--- config.mk ---
export PLATFORM = sky130hd
export DESIGN_NAME = pc_unit_flat
export DESIGN_NICKNAME = d
export VERILOG_FILES = /design/src/rtl/pipeline_pkg.sv /design/src/rtl/pc_unit_if.sv /design/src/rtl/pc_next_select.sv /design/src/rtl/pc_unit.sv /design/src/flat_wrapper.sv
export SDC_FILE = /design/constraint.sdc
export NUM_CORES = 1
export LEC_CHECK = 0
export CAP_MARGIN = 30
export CORE_AREA = 3 3 76 78
export DETAILED_ROUTE_END_ITERATION = 7
export DIE_AREA = 0 0 79 81
export DONT_BUFFER_PORTS = 1
export PLACE_DENSITY_LB_ADDON = 0.08
export SYNTH_ARGS = -nofsm -noshare
export SYNTH_HDL_FRONTEND = slang
export SYNTH_SLANG_ARGS = --single-unit
--- constraint.sdc ---
create_clock -name clk -period 4.15 [get_ports clk]
set_clock_uncertainty 0.15 [all_clocks]
set_input_delay 0.83 -clock clk [delete_from_list [all_inputs] [get_ports clk]]
set_output_delay 0.83 -clock clk [all_outputs]
set_load 0.01 [all_outputs]
--- src/rtl/pipeline_pkg.sv ---
// Shared pipeline definitions: HALT encoding, PC state encoding, reset PC.
package pipeline_pkg;

  localparam logic [31:0] HALT_WORD        = 32'hFFFF_FFFF;
  localparam logic [31:0] PC_RESET_DEFAULT = 32'h0000_0000;

  typedef enum logic [0:0] {
    PC_RUN    = 1'b0,
    PC_HALTED = 1'b1
  } pc_state_e;

endpackage

--- src/rtl/pc_unit_if.sv ---
// Front-end bus between pc_unit (slave) and the surrounding pipeline (master).
interface pc_unit_if #(
  parameter int B = 32
);
  logic         stall;
  logic         branch_taken;
  logic [B-1:0] branch_target;
  logic         jump;
  logic [B-1:0] jump_target;
  logic         step_mode;
  logic         step;
  logic [31:0]  instruction;
  logic [B-1:0] pc;
  logic [B-1:0] pc_plus4;
  logic         advance;
  logic         halted;
  logic [31:0]  fetch_count;

  modport master (
    output stall, branch_taken, branch_target, jump, jump_target,
           step_mode, step, instruction,
    input  pc, pc_plus4, advance, halted, fetch_count
  );

  modport slave (
    input  stall, branch_taken, branch_target, jump, jump_target,
           step_mode, step, instruction,
    output pc, pc_plus4, advance, halted, fetch_count
  );
endinterface

--- src/rtl/pc_next_select.sv ---
// Combinational priority mux: next PC, next state and advance for this cycle.
module pc_next_select
  import pipeline_pkg::*;
#(
  parameter int B = 32
) (
  input  pc_state_e    state,
  input  logic [B-1:0] pc,
  input  logic [B-1:0] pc_plus4,
  input  logic         stall,
  input  logic         branch_taken,
  input  logic [B-1:0] branch_target,
  input  logic         jump,
  input  logic [B-1:0] jump_target,
  input  logic         step_mode,
  input  logic         step,
  input  logic [31:0]  instruction,
  output pc_state_e    state_next,
  output logic [B-1:0] pc_next,
  output logic         advance
);

  logic gate;
  assign gate = ~step_mode | step;

  // Priority: gate, branch (older instr) over jump, stall, HALT, sequential.
  always_comb begin
    pc_next    = pc;
    state_next = state;
    advance    = 1'b0;
    if (state == PC_RUN && gate) begin
      if (branch_taken) begin
        pc_next = branch_target & ~B'(3);
        advance = 1'b1;
      end else if (jump) begin
        pc_next = jump_target & ~B'(3);
        advance = 1'b1;
      end else if (stall) begin
        // hold; a HALT presented now is re-evaluated once the stall clears
        pc_next = pc;
      end else if (instruction == HALT_WORD) begin
        state_next = PC_HALTED;
      end else begin
        pc_next = pc_plus4;
        advance = 1'b1;
      end
    end
  end

endmodule

--- src/rtl/pc_unit.sv ---
// Program-counter stage. Optional accepted-fetch counter: PC_FETCH_COUNTER_EN.
//
// state     | meaning
// ----------+---------------------------------------------------------
// PC_RUN    | fetching: hold / redirect / step / sequential per cycle
// PC_HALTED | HALT accepted, PC frozen; only reset leaves this state
module pc_unit
  import pipeline_pkg::*;
#(
  parameter int           B        = 32,
  parameter logic [B-1:0] PC_RESET = B'(PC_RESET_DEFAULT)
) (
  input logic       clk,
  input logic       reset,
  pc_unit_if.slave  bus
);

  pc_state_e    state_q, state_d;
  logic [B-1:0] pc_q, pc_d;
  logic         halted_q, halted_d;
  logic [B-1:0] pc_plus4;
  logic         advance;

  assign pc_plus4 = pc_q + B'(4);

  pc_next_select #(.B(B)) u_next (
    .state         (state_q),
    .pc            (pc_q),
    .pc_plus4      (pc_plus4),
    .stall         (bus.stall),
    .branch_taken  (bus.branch_taken),
    .branch_target (bus.branch_target),
    .jump          (bus.jump),
    .jump_target   (bus.jump_target),
    .step_mode     (bus.step_mode),
    .step          (bus.step),
    .instruction   (bus.instruction),
    .state_next    (state_d),
    .pc_next       (pc_d),
    .advance       (advance)
  );

  // halted is a registered copy of the next state
  always_comb begin
    halted_d = (state_d == PC_HALTED);
  end

  // FSM state, PC and halted flag
  always_ff @(posedge clk) begin
    if (reset) begin
      state_q  <= PC_RUN;
      pc_q     <= PC_RESET;
      halted_q <= 1'b0;
    end else begin
      state_q  <= state_d;
      pc_q     <= pc_d;
      halted_q <= halted_d;
    end
  end

  assign bus.pc       = pc_q;
  assign bus.pc_plus4 = pc_plus4;
  assign bus.advance  = advance;
  assign bus.halted   = halted_q;

`ifdef PC_FETCH_COUNTER_EN
  logic [31:0] fetch_count_q, fetch_count_d;

  // saturating count of cycles in which the front end advanced
  always_comb begin
    fetch_count_d = fetch_count_q;
    if (advance && fetch_count_q != 32'hFFFF_FFFF)
      fetch_count_d = fetch_count_q + 32'd1;
  end

  // fetch counter register
  always_ff @(posedge clk) begin
    if (reset) fetch_count_q <= 32'd0;
    else       fetch_count_q <= fetch_count_d;
  end

  assign bus.fetch_count = fetch_count_q;
`else
  assign bus.fetch_count = 32'd0;
`endif

endmodule
--- src/flat_wrapper.sv ---
// flat-port wrapper written by rule: the top's interface ports become plain ports
module pc_unit_flat import pipeline_pkg::*;
#(
  parameter int           B        = 32,
  parameter logic [B-1:0] PC_RESET = B'(PC_RESET_DEFAULT)
)
  (clk, reset, bus_stall, bus_branch_taken, bus_branch_target, bus_jump, bus_jump_target, bus_step_mode, bus_step, bus_instruction, bus_pc, bus_pc_plus4, bus_advance, bus_halted, bus_fetch_count);
  pc_unit_if #(.B(B)) bus_i ();
  input logic clk;
  input logic reset;
  input wire logic [$bits(bus_i.stall)-1:0] bus_stall;
  input wire logic [$bits(bus_i.branch_taken)-1:0] bus_branch_taken;
  input wire logic [$bits(bus_i.branch_target)-1:0] bus_branch_target;
  input wire logic [$bits(bus_i.jump)-1:0] bus_jump;
  input wire logic [$bits(bus_i.jump_target)-1:0] bus_jump_target;
  input wire logic [$bits(bus_i.step_mode)-1:0] bus_step_mode;
  input wire logic [$bits(bus_i.step)-1:0] bus_step;
  input wire logic [$bits(bus_i.instruction)-1:0] bus_instruction;
  output wire logic [$bits(bus_i.pc)-1:0] bus_pc;
  output wire logic [$bits(bus_i.pc_plus4)-1:0] bus_pc_plus4;
  output wire logic [$bits(bus_i.advance)-1:0] bus_advance;
  output wire logic [$bits(bus_i.halted)-1:0] bus_halted;
  output wire logic [$bits(bus_i.fetch_count)-1:0] bus_fetch_count;
  assign bus_i.stall = bus_stall;
  assign bus_i.branch_taken = bus_branch_taken;
  assign bus_i.branch_target = bus_branch_target;
  assign bus_i.jump = bus_jump;
  assign bus_i.jump_target = bus_jump_target;
  assign bus_i.step_mode = bus_step_mode;
  assign bus_i.step = bus_step;
  assign bus_i.instruction = bus_instruction;
  assign bus_pc = bus_i.pc;
  assign bus_pc_plus4 = bus_i.pc_plus4;
  assign bus_advance = bus_i.advance;
  assign bus_halted = bus_i.halted;
  assign bus_fetch_count = bus_i.fetch_count;
  pc_unit #(.B(B), .PC_RESET(PC_RESET)) u_core (.clk(clk), .reset(reset), .bus(bus_i));
endmodule
==> results.py, run 1 <==
metrics = {
    "global_routing": {
        "grt_usage": 0.2598,
        "grt_pass1_wl_um": 13240,
        "grt_max_degree": 45,
        "antenna_found_initial": 0,
        "overflow": 0,
        "grt_pass1_vias": 2577,
    },
    "cts": {
        "cts.sinks": 31,
        "clk_pin_slew_worst_paths_ns": 0.06,
        "worstSkewPairLatency_ns": 0.28,
        "post_cts_resized": 0,
        "cts-htree-levels": 2,
        "clockBufferDepth": 2,
        "cts_root_buf": "clkbuf_8",
        "postCtsSetupRepairBufs": 0,
        "ctsHoldBuffers": 0,
        "cts_buffers": 5,
        "cts_tree": "built",
    },
    "power_and_ir_drop": {
        "clkPwrFrac": 0.294,
        "peakVddDrop_mv": 0.1961,
        "internal_power_uw": 505.9,
        "p_seq_frac": 0.490,
        "p_leak_nw": 1.025,
        "switchingPower_uw": 289.7,
        "powerDensity_nw_per_um2": 278.9,
        "combPwrFrac": 0.215,
        "switching_share": 0.3641,
    },
    "sta": {
        "hold_viol_final": 0,
        "maxSlewViolCount": 0,
        "fmax_ghz": 0.2744,
        "maxSlewHeadroom": 0.4554,
        "period_minus_slack_ns": 3.644,
        "tightest_slew_ns": 0.8160,
        "rsz0062_at_grt": "false",
        "finalSetupViolations": 0,
        "min_period_over_period": 0.8780,
        "setup_tns_ns": 0,
    },
    "yosys": {
        "synth_commonest_cells": "a21oi_1 (37), buf_4 (36), dfxtp_1 (31), nand2_1 (28), nor2_1 (19)",
        "synth-simple-area-share": 0.2599,
        "synthFlopType": "dfxtp_1",
        "synth-seq-area-share": 0.2093,
        "synth-seq-cells": 31,
        "yosysMostFrequentCell": "a21oi_1",
        "netlist_top_cells_area": "dfxtp_1 (21%), buf_4 (9.1%), a21oi_1 (6.2%)",
        "synth_cell_types": 60,
        "synth-adder-area-share": 0.004219,
        "synth_compound_area_frac": 0.2743,
        "ys_warn_count": 0,
        "syn_area_um2": 2965,
        "synth_top_area_cell": "dfxtp_1",
        "yosysTopAreaCellShare": 0.2093,
        "synth-edff-count": 0,
        "synthXorXnorAreaFrac": 0.07679,
        "synth_top_family_by_area": "compound AO/OA/AOI/OAI gates",
        "muxShareOfSynthArea": 0.01013,
        "synth.avg_cell_area_um2": 7.584,
        "postSynthCellCount": 391,
        "async_reset_ff_frac": 0,
    },
    "final_layout": {
        "syn_to_final_growth_pct": -3.797,
        "drive_gt1_frac": 0.07775,
        "antenna_cells": 0,
        "final_area_um2": 2853,
        "regArea_um2": 620.6,
        "stdcell_count": 443,
        "n_fill_cell": 513,
        "multi_input_area_um2": 1989,
        "layout.nets": 476,
    },
    "floorplanning": {
        "die_x_um": 79,
        "die_area_um2": 6399,
        "initial_utilization": 0.5769,
        "fp-row-count": 26,
        "io_pins": 201,
        "fp.dieH_um": 81,
        "coreArea_um2": 5140,
    },
    "setup_path": {
        "worstPathArrival_ns": 2.66,
        "crit_path_end_kind": "output pin",
        "worstPathRequired_ns": 3.17,
        "startpoint_type": "flop",
        "cp_max_fo": 8,
        "criticalPathCategory": "flop to output pin",
    },
    "routing": {
        "dr.pass1.iters": 4,
        "viasPerCell": 6.488,
        "drtIter0Drc": 162,
        "drc": 0,
        "wl_per_cell_um": 20.14,
        "routed_wl_um": 8922,
        "vias": 2874,
        "postRouteAntennaNets": 0,
    },
    "placement": {
        "place_area_um2": 2764,
        "gp_congestion": 0.8489,
        "dp_hpwl_um": 6248,
        "placed_cells_incl_taps": 434,
        "io_buffers": 0,
    },
    "outcome": {
        "status": "complete, no violations",
    },
    "worst_hold_path": {
        "hp-class": "flop to flop",
    },
    "run": {
        "max-cap-violations": 0,
    },
}
## registers in the layout, indices dropped and copies added, names as in the netlist
register,count
u_core.bus.pc,30
u_core.state_q,1
## cell usage in the layout, fill, tap and decap left out, types with 5 or more instances in the layout
| cell type | instances |
|---|---|
| xnor2_1 | 13 |
| dfxtp_1 | 31 |
| a21oi_1 | 37 |
| o21ai_0 | 16 |
| or4_1 | 5 |
| o211ai_1 | 11 |
| nand2_1 | 28 |
| or3_1 | 6 |
| xor2_1 | 13 |
| inv_1 | 10 |
| a22o_1 | 5 |
| conb_1 | 36 |
| clkbuf_8 | 5 |
| nor4_1 | 8 |
| o21ai_1 | 17 |
| nand3_1 | 8 |
| nor2_1 | 19 |
| nand2b_1 | 9 |
| a22oi_1 | 5 |
| nand4_1 | 15 |
| nor3_1 | 5 |
## logic make-up after synthesis
group                    after synthesis
buffers and inverters                 76
AO/OA/AOI/OAI                        124
other                                  1
adder cells (fa/ha/maj)                1
AND/OR/NAND/NOR                      129
multiplexers                           3
flip-flops                            31
XOR/XNOR                              26
## metrics by stage
stage | power, mW | utilization | setup WS, ns | hold WS [ns]
floorplan | 0.5702 | - | 0.9599 | 0.3797
finish | 0.7956 | 0.5550 | 0.5063 | 0.4222
global placement | 0.5610 | 0.5377 | 0.8232 | 0.4084
detailed placement | 0.5647 | 0.5377 | 0.8408 | 0.4090
CTS | 0.7918 | 0.5536 | 0.5424 | 0.4180
global route | 0.8355 | 0.5550 | 0.2770 | 0.4464
## cell type report
class                      count  share of cell area
multi-input combinational    319              0.6974
sequential                    31              0.2175
tap                           70             0.03070
clock buffer                   7             0.02675
inverter                      11             0.01535
timing repair buffer           4             0.01053
clock inverter                 1            0.001754
## metal layers
layer  wire [um]  vias to the layer above  GRT usage
li1            -                     1333          -
met5           0                        -          0
met1        3627                     1352     0.3275
met4         100                        0    0.07388
met2        4307                      180     0.4461
met3         886                        9    0.05765
## power by group through the flow
stage / Clock (mW) / Sequential (mW) / Combinational [mW]
final: 0.234 / 0.390 / 0.171
after global routing: 0.250 / 0.395 / 0.190
after CTS: 0.234 / 0.389 / 0.169
after detailed placement: 0 / 0.396 / 0.169
after global placement: 0 / 0.395 / 0.166
after floorplan: 0 / 0.374 / 0.196
## critical path, cell delays in order, from the launching register on
cell     delay (ns)
dfxtp_1        0.52
ha_1           0.26
nand3_1        0.30
nor4_1         0.66
nand2_1        0.20
nor2_1         0.17
xor2_1         0.26
## path summary, 6_finish.rpt
path | cells after the start | startpoint | slack [ns] | to
setup / recovery | 6 | u_core.bus.pc[2]$_SDFFE_PP0P_ | 0.51 | bus_pc_plus4[22]
hold / removal | 2 | u_core.bus.pc[3]$_SDFFE_PP0P_ | 0.42 | u_core.bus.pc[3]$_SDFFE_PP0P_
setup reg to reg | 6 | u_core.bus.pc[2]$_SDFFE_PP0P_ | 1.59 | u_core.bus.pc[30]$_SDFFE_PP0P_
hold reg to reg | 2 | u_core.bus.pc[3]$_SDFFE_PP0P_ | 0.42 | u_core.bus.pc[3]$_SDFFE_PP0P_
No activity file was read; power rests on OpenSTA's default activity.
==> inputs of run 2 (changes only) <==
--- a/config.mk
+++ b/config.mk
@@ -5,10 +5,11 @@
 export SDC_FILE = /design/constraint.sdc
 export NUM_CORES = 1
 export LEC_CHECK = 0
+export ABC_AREA = 1
 export CAP_MARGIN = 30
-export CORE_AREA = 3 3 76 78
+export CORE_AREA = 3 3 77 79
 export DETAILED_ROUTE_END_ITERATION = 7
-export DIE_AREA = 0 0 79 81
+export DIE_AREA = 0 0 80 82
 export DONT_BUFFER_PORTS = 1
 export PLACE_DENSITY_LB_ADDON = 0.08
 export SYNTH_ARGS = -nofsm -noshare
==> results.py, run 2 <==
metrics = {
    "final_layout": {
        "layout_commonest_cell": "nand2_1",
        "final_cell_mix": "nand2_1 (228), nor2_1 (134), inv_1 (49), nand3_1 (46), conb_1 (36)",
        "drive_gt1_frac": 0.03311,
        "multi_input_area_um2": 2147,
        "regArea_um2": 620.6,
        "syn_to_final_growth_pct": -2.052,
        "layout.nets": 707,
        "largest_reg_flops": 30,
        "n_fill_cell": 599,
        "antenna_cells": 0,
    },
    "setup_path": {
        "rr_worst_depth": 9,
        "r2r_start": "u_core.bus.pc[2]$_SDFFE_PP0P_",
        "worstPathRequired_ns": 3.17,
        "criticalPathCategory": "input pin to output pin",
        "critPathLaunch": "bus_jump",
        "crit_path_end_kind": "output pin",
        "cp_max_fo": 41,
        "startpoint_type": "input pin",
        "worstReg2RegEnd": "u_core.bus.pc[28]$_SDFFE_PP0P_",
        "worstPathArrival_ns": 2.29,
        "crit_end": "bus_advance",
        "r2r_setup_slack_ns": 2.02,
    },
    "global_routing": {
        "grt_pass1_wl_um": 13640,
        "grt_pass1_vias": 2968,
        "antenna_found_initial": 0,
        "grt_max_degree": 54,
        "grt_usage": 0.2621,
        "overflow": 0,
    },
    "yosys": {
        "synth-edff-count": 0,
        "postSynthCellCount": 616,
        "synth_cell_types": 29,
        "netlist_top_cells_area": "nand2_1 (26%), dfxtp_1 (19%), nor2_1 (16%)",
        "yosysMostFrequentCell": "nand2_1",
        "yosysTopAreaCellShare": 0.2648,
        "synthFlopType": "dfxtp_1",
        "synth.avg_cell_area_um2": 5.247,
        "synth_commonest_cells": "nand2_1 (228), nor2_1 (134), inv_1 (49), nand3_1 (46), buf_4 (37)",
        "syn_area_um2": 3232,
        "synth-seq-area-share": 0.1920,
        "async_reset_ff_frac": 0,
        "ys_warn_count": 0,
        "synth-seq-cells": 31,
        "synth_top_area_cell": "nand2_1",
    },
    "sta": {
        "rsz0062_at_grt": "false",
        "fmax_ghz": 0.3062,
        "hold_viol_final": 0,
        "tightest_slew_ns": 0.9893,
        "period_minus_slack_ns": 3.266,
        "maxSlewHeadroom": 0.3397,
        "setup_tns_ns": 0,
        "maxSlewViolCount": 0,
        "finalSetupViolations": 0,
        "min_period_over_period": 0.7869,
        "hold_slack_ns": 0.3722,
    },
    "run": {
        "max-cap-violations": 0,
    },
    "cts": {
        "postCtsSetupRepairBufs": 0,
        "worstSkewPairLatency_ns": 0.29,
        "cts_root_buf": "clkbuf_8",
        "ctsHoldBuffers": 0,
        "clockBufferDepth": 2,
        "cts.sinks": 31,
        "post_cts_resized": 0,
        "cts_tree": "built",
        "clk_pin_slew_worst_paths_ns": 0.07,
        "cts-htree-levels": 2,
        "cts_buffers": 5,
    },
    "placement": {
        "gp_congestion": 0.9035,
        "io_buffers": 0,
        "dp_hpwl_um": 7049,
    },
    "power_and_ir_drop": {
        "peakVddDrop_mv": 0.1386,
        "powerDensity_nw_per_um2": 280.5,
        "internal_power_uw": 546.6,
        "combPwrFrac": 0.253,
        "switching_share": 0.3844,
        "p_leak_nw": 1.600,
        "switchingPower_uw": 341.4,
        "clkPwrFrac": 0.315,
        "p_seq_frac": 0.432,
    },
    "routing": {
        "drc": 0,
        "dr.pass1.iters": 4,
        "wl_per_cell_um": 13.42,
        "postRouteAntennaNets": 0,
        "drtIter0Drc": 197,
        "viasPerCell": 5.130,
        "vias": 3468,
        "routed_wl_um": 9071,
    },
    "worst_hold_path": {
        "min_path_cells": 2,
        "hp-class": "flop to flop",
    },
    "floorplanning": {
        "initial_utilization": 0.5979,
        "die_area_um2": 6560,
        "die_x_um": 80,
        "fp-row-count": 27,
        "io_pins": 201,
        "fp.dieH_um": 82,
        "coreArea_um2": 5405,
    },
    "outcome": {
        "status": "complete, no violations",
    },
}
## run 2: cell types whose count changed in the layout (fill, tap and decap cells not counted), sizes merged, moves of 9 or more
cell and delta:
inv +40, nor2 +121, nand2 +200, nor4 -11, o21ai -15, nand3 +37
nand4 -14, a21oi -11, o211ai -11, xor2 -11, xnor2 -10, nand2b -9
## run 2: logic make-up (layout without fill, tap and decap cells)
kind of cell	after synthesis	after routing	share of synthesized area
adder cells (fa/ha/maj)	1	1	0.003871
buffers and inverters	108	61	0.1843
AO/OA/AOI/OAI	48	48	0.08014
flip-flops	31	31	0.1920
AND/OR/NAND/NOR	422	422	0.5250
other	1	36	0.001160
XOR/XNOR	5	5	0.01355
## run 2: power by group through the flow
stage | clock network (mW) | registers [mW] | logic (mW)
after floorplan | 0 | 0.374 | 0.230
after global placement | 0 | 0.389 | 0.219
after detailed placement | 0 | 0.390 | 0.224
after CTS | 0.278 | 0.383 | 0.225
after global routing | 0.289 | 0.389 | 0.259
final | 0.280 | 0.383 | 0.225
## run 2: per-stage QoR
| step | util | power [mW] | worst slack (ns) | std cells | cell area (um2) |
|---|---|---|---|---|---|
| 2_1_floorplan | - | 0.6046 | 1.485 | 651 | 3363 |
| 3_3_place_gp | 0.5671 | 0.6080 | 0.8976 | 668 | 3065 |
| 3_5_place_dp | 0.5671 | 0.6134 | 0.8846 | 668 | 3065 |
| 4_1_cts | 0.5856 | 0.8858 | 0.8719 | 676 | 3166 |
| 5_1_grt | 0.5856 | 0.9372 | 0.7271 | 676 | 3166 |
| 6_report | 0.5856 | 0.8880 | 0.8845 | 676 | 3166 |
## run 2: worst min path at each step
stage | start | endpoint | slack, ns
2_1_floorplan | u_core.state_q$_SDFFE_PP0P_ | u_core.state_q$_SDFFE_PP0P_ | 0.34
3_3_place_gp | u_core.state_q$_SDFFE_PP0P_ | u_core.state_q$_SDFFE_PP0P_ | 0.37
3_5_place_dp | u_core.state_q$_SDFFE_PP0P_ | u_core.state_q$_SDFFE_PP0P_ | 0.37
4_1_cts | u_core.state_q$_SDFFE_PP0P_ | u_core.state_q$_SDFFE_PP0P_ | 0.38
5_1_grt | u_core.state_q$_SDFFE_PP0P_ | u_core.state_q$_SDFFE_PP0P_ | 0.40
6_report | u_core.state_q$_SDFFE_PP0P_ | u_core.state_q$_SDFFE_PP0P_ | 0.37
## run 2: worst max-delay path: stages
cell and delay [ns]:
inv_2 0.31, nand2_1 0.12, nor2_2 0.16, nand3_2 0.21, nand2_4 0.42, inv_2 0.22
## run 2: final cells by class
type / count / area share
Inverter: 52 / 0.06324
Tap cell: 72 / 0.02846
Sequential cell: 31 / 0.1960
Multi-Input combinational cell: 512 / 0.6783
Timing Repair Buffer: 1 / 0.002372
Clock buffer: 8 / 0.03162
## run 2: layer usage
metal | routed length [um] | up-vias | GRT usage | share of wire
met4 | 89 | 0 | 0.06588 | 0.0098
met2 | 4431 | 132 | 0.4661 | 0.49
li1 | - | 1796 | - | -
met1 | 3682 | 1531 | 0.3037 | 0.41
met3 | 867 | 9 | 0.08443 | 0.096
met5 | 0 | - | 0 | 0
==> inputs of run 3 (changes only) <==
--- a/config.mk
+++ b/config.mk
@@ -5,11 +5,11 @@
 export SDC_FILE = /design/constraint.sdc
 export NUM_CORES = 1
 export LEC_CHECK = 0
-export ABC_AREA = 1
+export ABC_AREA = 0
 export CAP_MARGIN = 30
-export CORE_AREA = 3 3 77 79
+export CORE_MARGIN = 3
+export CORE_UTILIZATION = 58
 export DETAILED_ROUTE_END_ITERATION = 7
-export DIE_AREA = 0 0 80 82
 export DONT_BUFFER_PORTS = 1
 export PLACE_DENSITY_LB_ADDON = 0.08
 export SYNTH_ARGS = -nofsm -noshare
==> constraint.sdc (replaced) <==
create_clock -name clk -period 2.87 [get_ports clk]
set_clock_uncertainty 0.15 [all_clocks]
set_input_delay 0.574 -clock clk [delete_from_list [all_inputs] [get_ports clk]]
set_output_delay 0.574 -clock clk [all_outputs]
set_load 0.01 [all_outputs]
==> results.py, run 3 (synthesis gave the netlist of run 1 again) <==
metrics = {
    "outcome": {
        "status": "complete, no violations",
    },
    "run": {
        "max-cap-violations": 0,
    },
    "cts": {
        "clk_pin_slew_worst_paths_ns": 0.06,
        "ctsHoldBuffers": 0,
        "cts-htree-levels": 2,
        "cts_tree": "built",
        "cts.sinks": 31,
        "worstSkewPairLatency_ns": 0.28,
        "clockBufferDepth": 2,
        "cts_buffers": 5,
        "cts_root_buf": "clkbuf_8",
    },
    "sta": {
        "fmax_ghz": 0.3598,
        "maxSlewViolCount": 0,
        "rsz0062_at_grt": "false",
        "maxSlewHeadroom": 0.4683,
        "hold_viol_final": 0,
        "tightest_slew_ns": 0.7967,
        "fin_ws_ns": 0.09068,
        "min_period_over_period": 0.9684,
        "hold_slack_ns": 0.2094,
        "setup_tns_ns": 0,
        "period_minus_slack_ns": 2.779,
        "finalSetupViolations": 0,
    },
    "global_routing": {
        "grt_usage": 0.2788,
        "grt_pass1_wl_um": 13630,
        "overflow": 0,
        "grt_max_degree": 45,
        "antenna_found_initial": 0,
        "grt_pass1_vias": 2811,
    },
    "power_and_ir_drop": {
        "powerDensity_nw_per_um2": 377.5,
        "switchingPower_uw": 415.8,
        "switching_share": 0.3536,
        "clkPwrFrac": 0.268,
        "p_total_mw": 1.176,
        "internal_power_uw": 760.2,
        "p_leak_nw": 1.183,
        "p_seq_frac": 0.433,
        "peakVddDrop_mv": 0.2614,
        "combPwrFrac": 0.300,
    },
    "setup_path": {
        "criticalPathCategory": "flop to output pin",
        "r2r_start": "u_core.bus.pc[5]$_SDFFE_PP0P_",
        "cp_max_fo": 5,
        "critical_path.max_stage_delay_ns": 0.46,
        "rr_worst_depth": 6,
        "path_cells": "ha_1 -> nand3_2 -> buf_4 -> or4_1 -> nor2_2 -> xor2_1",
        "critPathLaunch": "u_core.bus.pc[2]$_SDFFE_PP0P_",
        "crit_end": "bus_pc_plus4[20]",
        "crit_path_end_kind": "output pin",
        "crit_slowest_cell": "or4_1",
        "worstReg2RegEnd": "u_core.bus.pc[31]$_SDFFE_PP0P_",
        "r2r_setup_slack_ns": 0.73,
        "startpoint_type": "flop",
        "worstPathArrival_ns": 2.06,
        "worstPathRequired_ns": 2.15,
    },
    "worst_hold_path": {
        "hp-class": "input pin to flop",
    },
    "final_layout": {
        "final_cell_mix": "a21oi_1 (37), conb_1 (36), buf_4 (36), dfxtp_1 (30), nand2_1 (27)",
        "final_area_um2": 3115,
        "layout.nets": 508,
        "syn_to_final_growth_pct": 5.063,
        "final_util": 0.6468,
        "layout_commonest_cell": "a21oi_1",
        "largest_reg_flops": 30,
        "antenna_cells": 0,
        "stdcell_count": 470,
        "drive_gt1_frac": 0.1613,
        "n_fill_cell": 475,
    },
    "routing": {
        "dr_wl_met3_um": 859,
        "dr.max_layer_used": "met4",
        "drc": 0,
        "wl_per_cell_um": 18.88,
        "vias": 3024,
        "drtIter0Drc": 204,
        "dr.pass1.iters": 5,
        "routed_wl_um": 8873,
        "drt-met1-wl_um": 3588,
        "route.met2.wl_um": 4350,
        "postRouteAntennaNets": 0,
        "viasPerCell": 6.434,
    },
    "floorplanning": {
        "die_area_um2": 6006,
        "die_x_um": 77.50,
        "fp-row-count": 25,
        "io_pins": 201,
        "fp.dieH_um": 77.50,
        "coreArea_um2": 4817,
        "initial_utilization": 0.6156,
    },
    "placement": {
        "io_buffers": 0,
        "placed_cells_incl_taps": 462,
        "dp_hpwl_um": 6464,
        "gp_congestion": 0.8391,
        "place_ws_ns": 0.2476,
        "place_area_um2": 2993,
    },
}
-- run 3: cell count changes in the layout (fill, tap and decap cells not counted), sizes merged, moves of 14 or more --
cell	delta
nor2	-121
nand4	+14
nand2	-200
inv	-40
buf	+35
nand3	-37
o21ai	+15
-- run 3: power by group through the flow --
| stage | Sequential (mW) | Clock [mW] | Combinational (mW) |
|---|---|---|---|
| final | 0.509 | 0.315 | 0.353 |
| after global routing | 0.515 | 0.333 | 0.384 |
| after CTS | 0.506 | 0.320 | 0.348 |
| after detailed placement | 0.514 | 0 | 0.347 |
| after global placement | 0.513 | 0 | 0.341 |
| after floorplan | 0.541 | 0 | 0.283 |
-- run 3: worst min-delay path by stage --
stage | to | slack [ns] | cells after the start | start
after detailed placement | u_core.bus.pc[18]$_SDFFE_PP0P_ | 0.42 | 2 | u_core.bus.pc[18]$_SDFFE_PP0P_
after floorplan | u_core.bus.pc[3]$_SDFFE_PP0P_ | 0.38 | 2 | u_core.bus.pc[3]$_SDFFE_PP0P_
final | u_core.bus.pc[14]$_SDFFE_PP0P_ | 0.21 | 1 | reset
after CTS | u_core.bus.pc[14]$_SDFFE_PP0P_ | 0.20 | 1 | reset
after global routing | u_core.bus.pc[26]$_SDFFE_PP0P_ | 0.20 | 1 | reset
after global placement | u_core.bus.pc[18]$_SDFFE_PP0P_ | 0.42 | 2 | u_core.bus.pc[18]$_SDFFE_PP0P_
-- run 3: what timing repair did --
item / in CTS / in global routing
setup endpoints to repair: 3 / 7
gates resized for setup: 1 / 6
setup buffers: 2 / 0
pin swaps: 2 / 2
-- run 3: worst max-delay path, delay by kind of cell (launching register included) --
| family | cells | cell delay, ns |
|---|---|---|
| flops | 1 | 0.33 |
| fa+ha+maj | 1 | 0.20 |
| simple gates | 3 | 0.77 |
| buf+inv | 1 | 0.19 |
| xor+xnor | 1 | 0.28 |
-- run 3: per-layer routing --
metal | vias to the layer above | global-route usage
met5 | - | 0
met4 | 0 | 0.07829
met3 | 6 | 0.06613
met2 | 182 | 0.4715
met1 | 1442 | 0.3529
li1 | 1394 | -
-- run 3: cell type report --
class,instances,area (um2),area share
flip-flops and latches,31,621.8,0.1996
well taps,67,83.83,0.02691
repair buffers,36,270.3,0.08675
multi-input cells,319,2023,0.6494
inverters,11,43.79,0.01406
clock buffers,6,72.57,0.02329
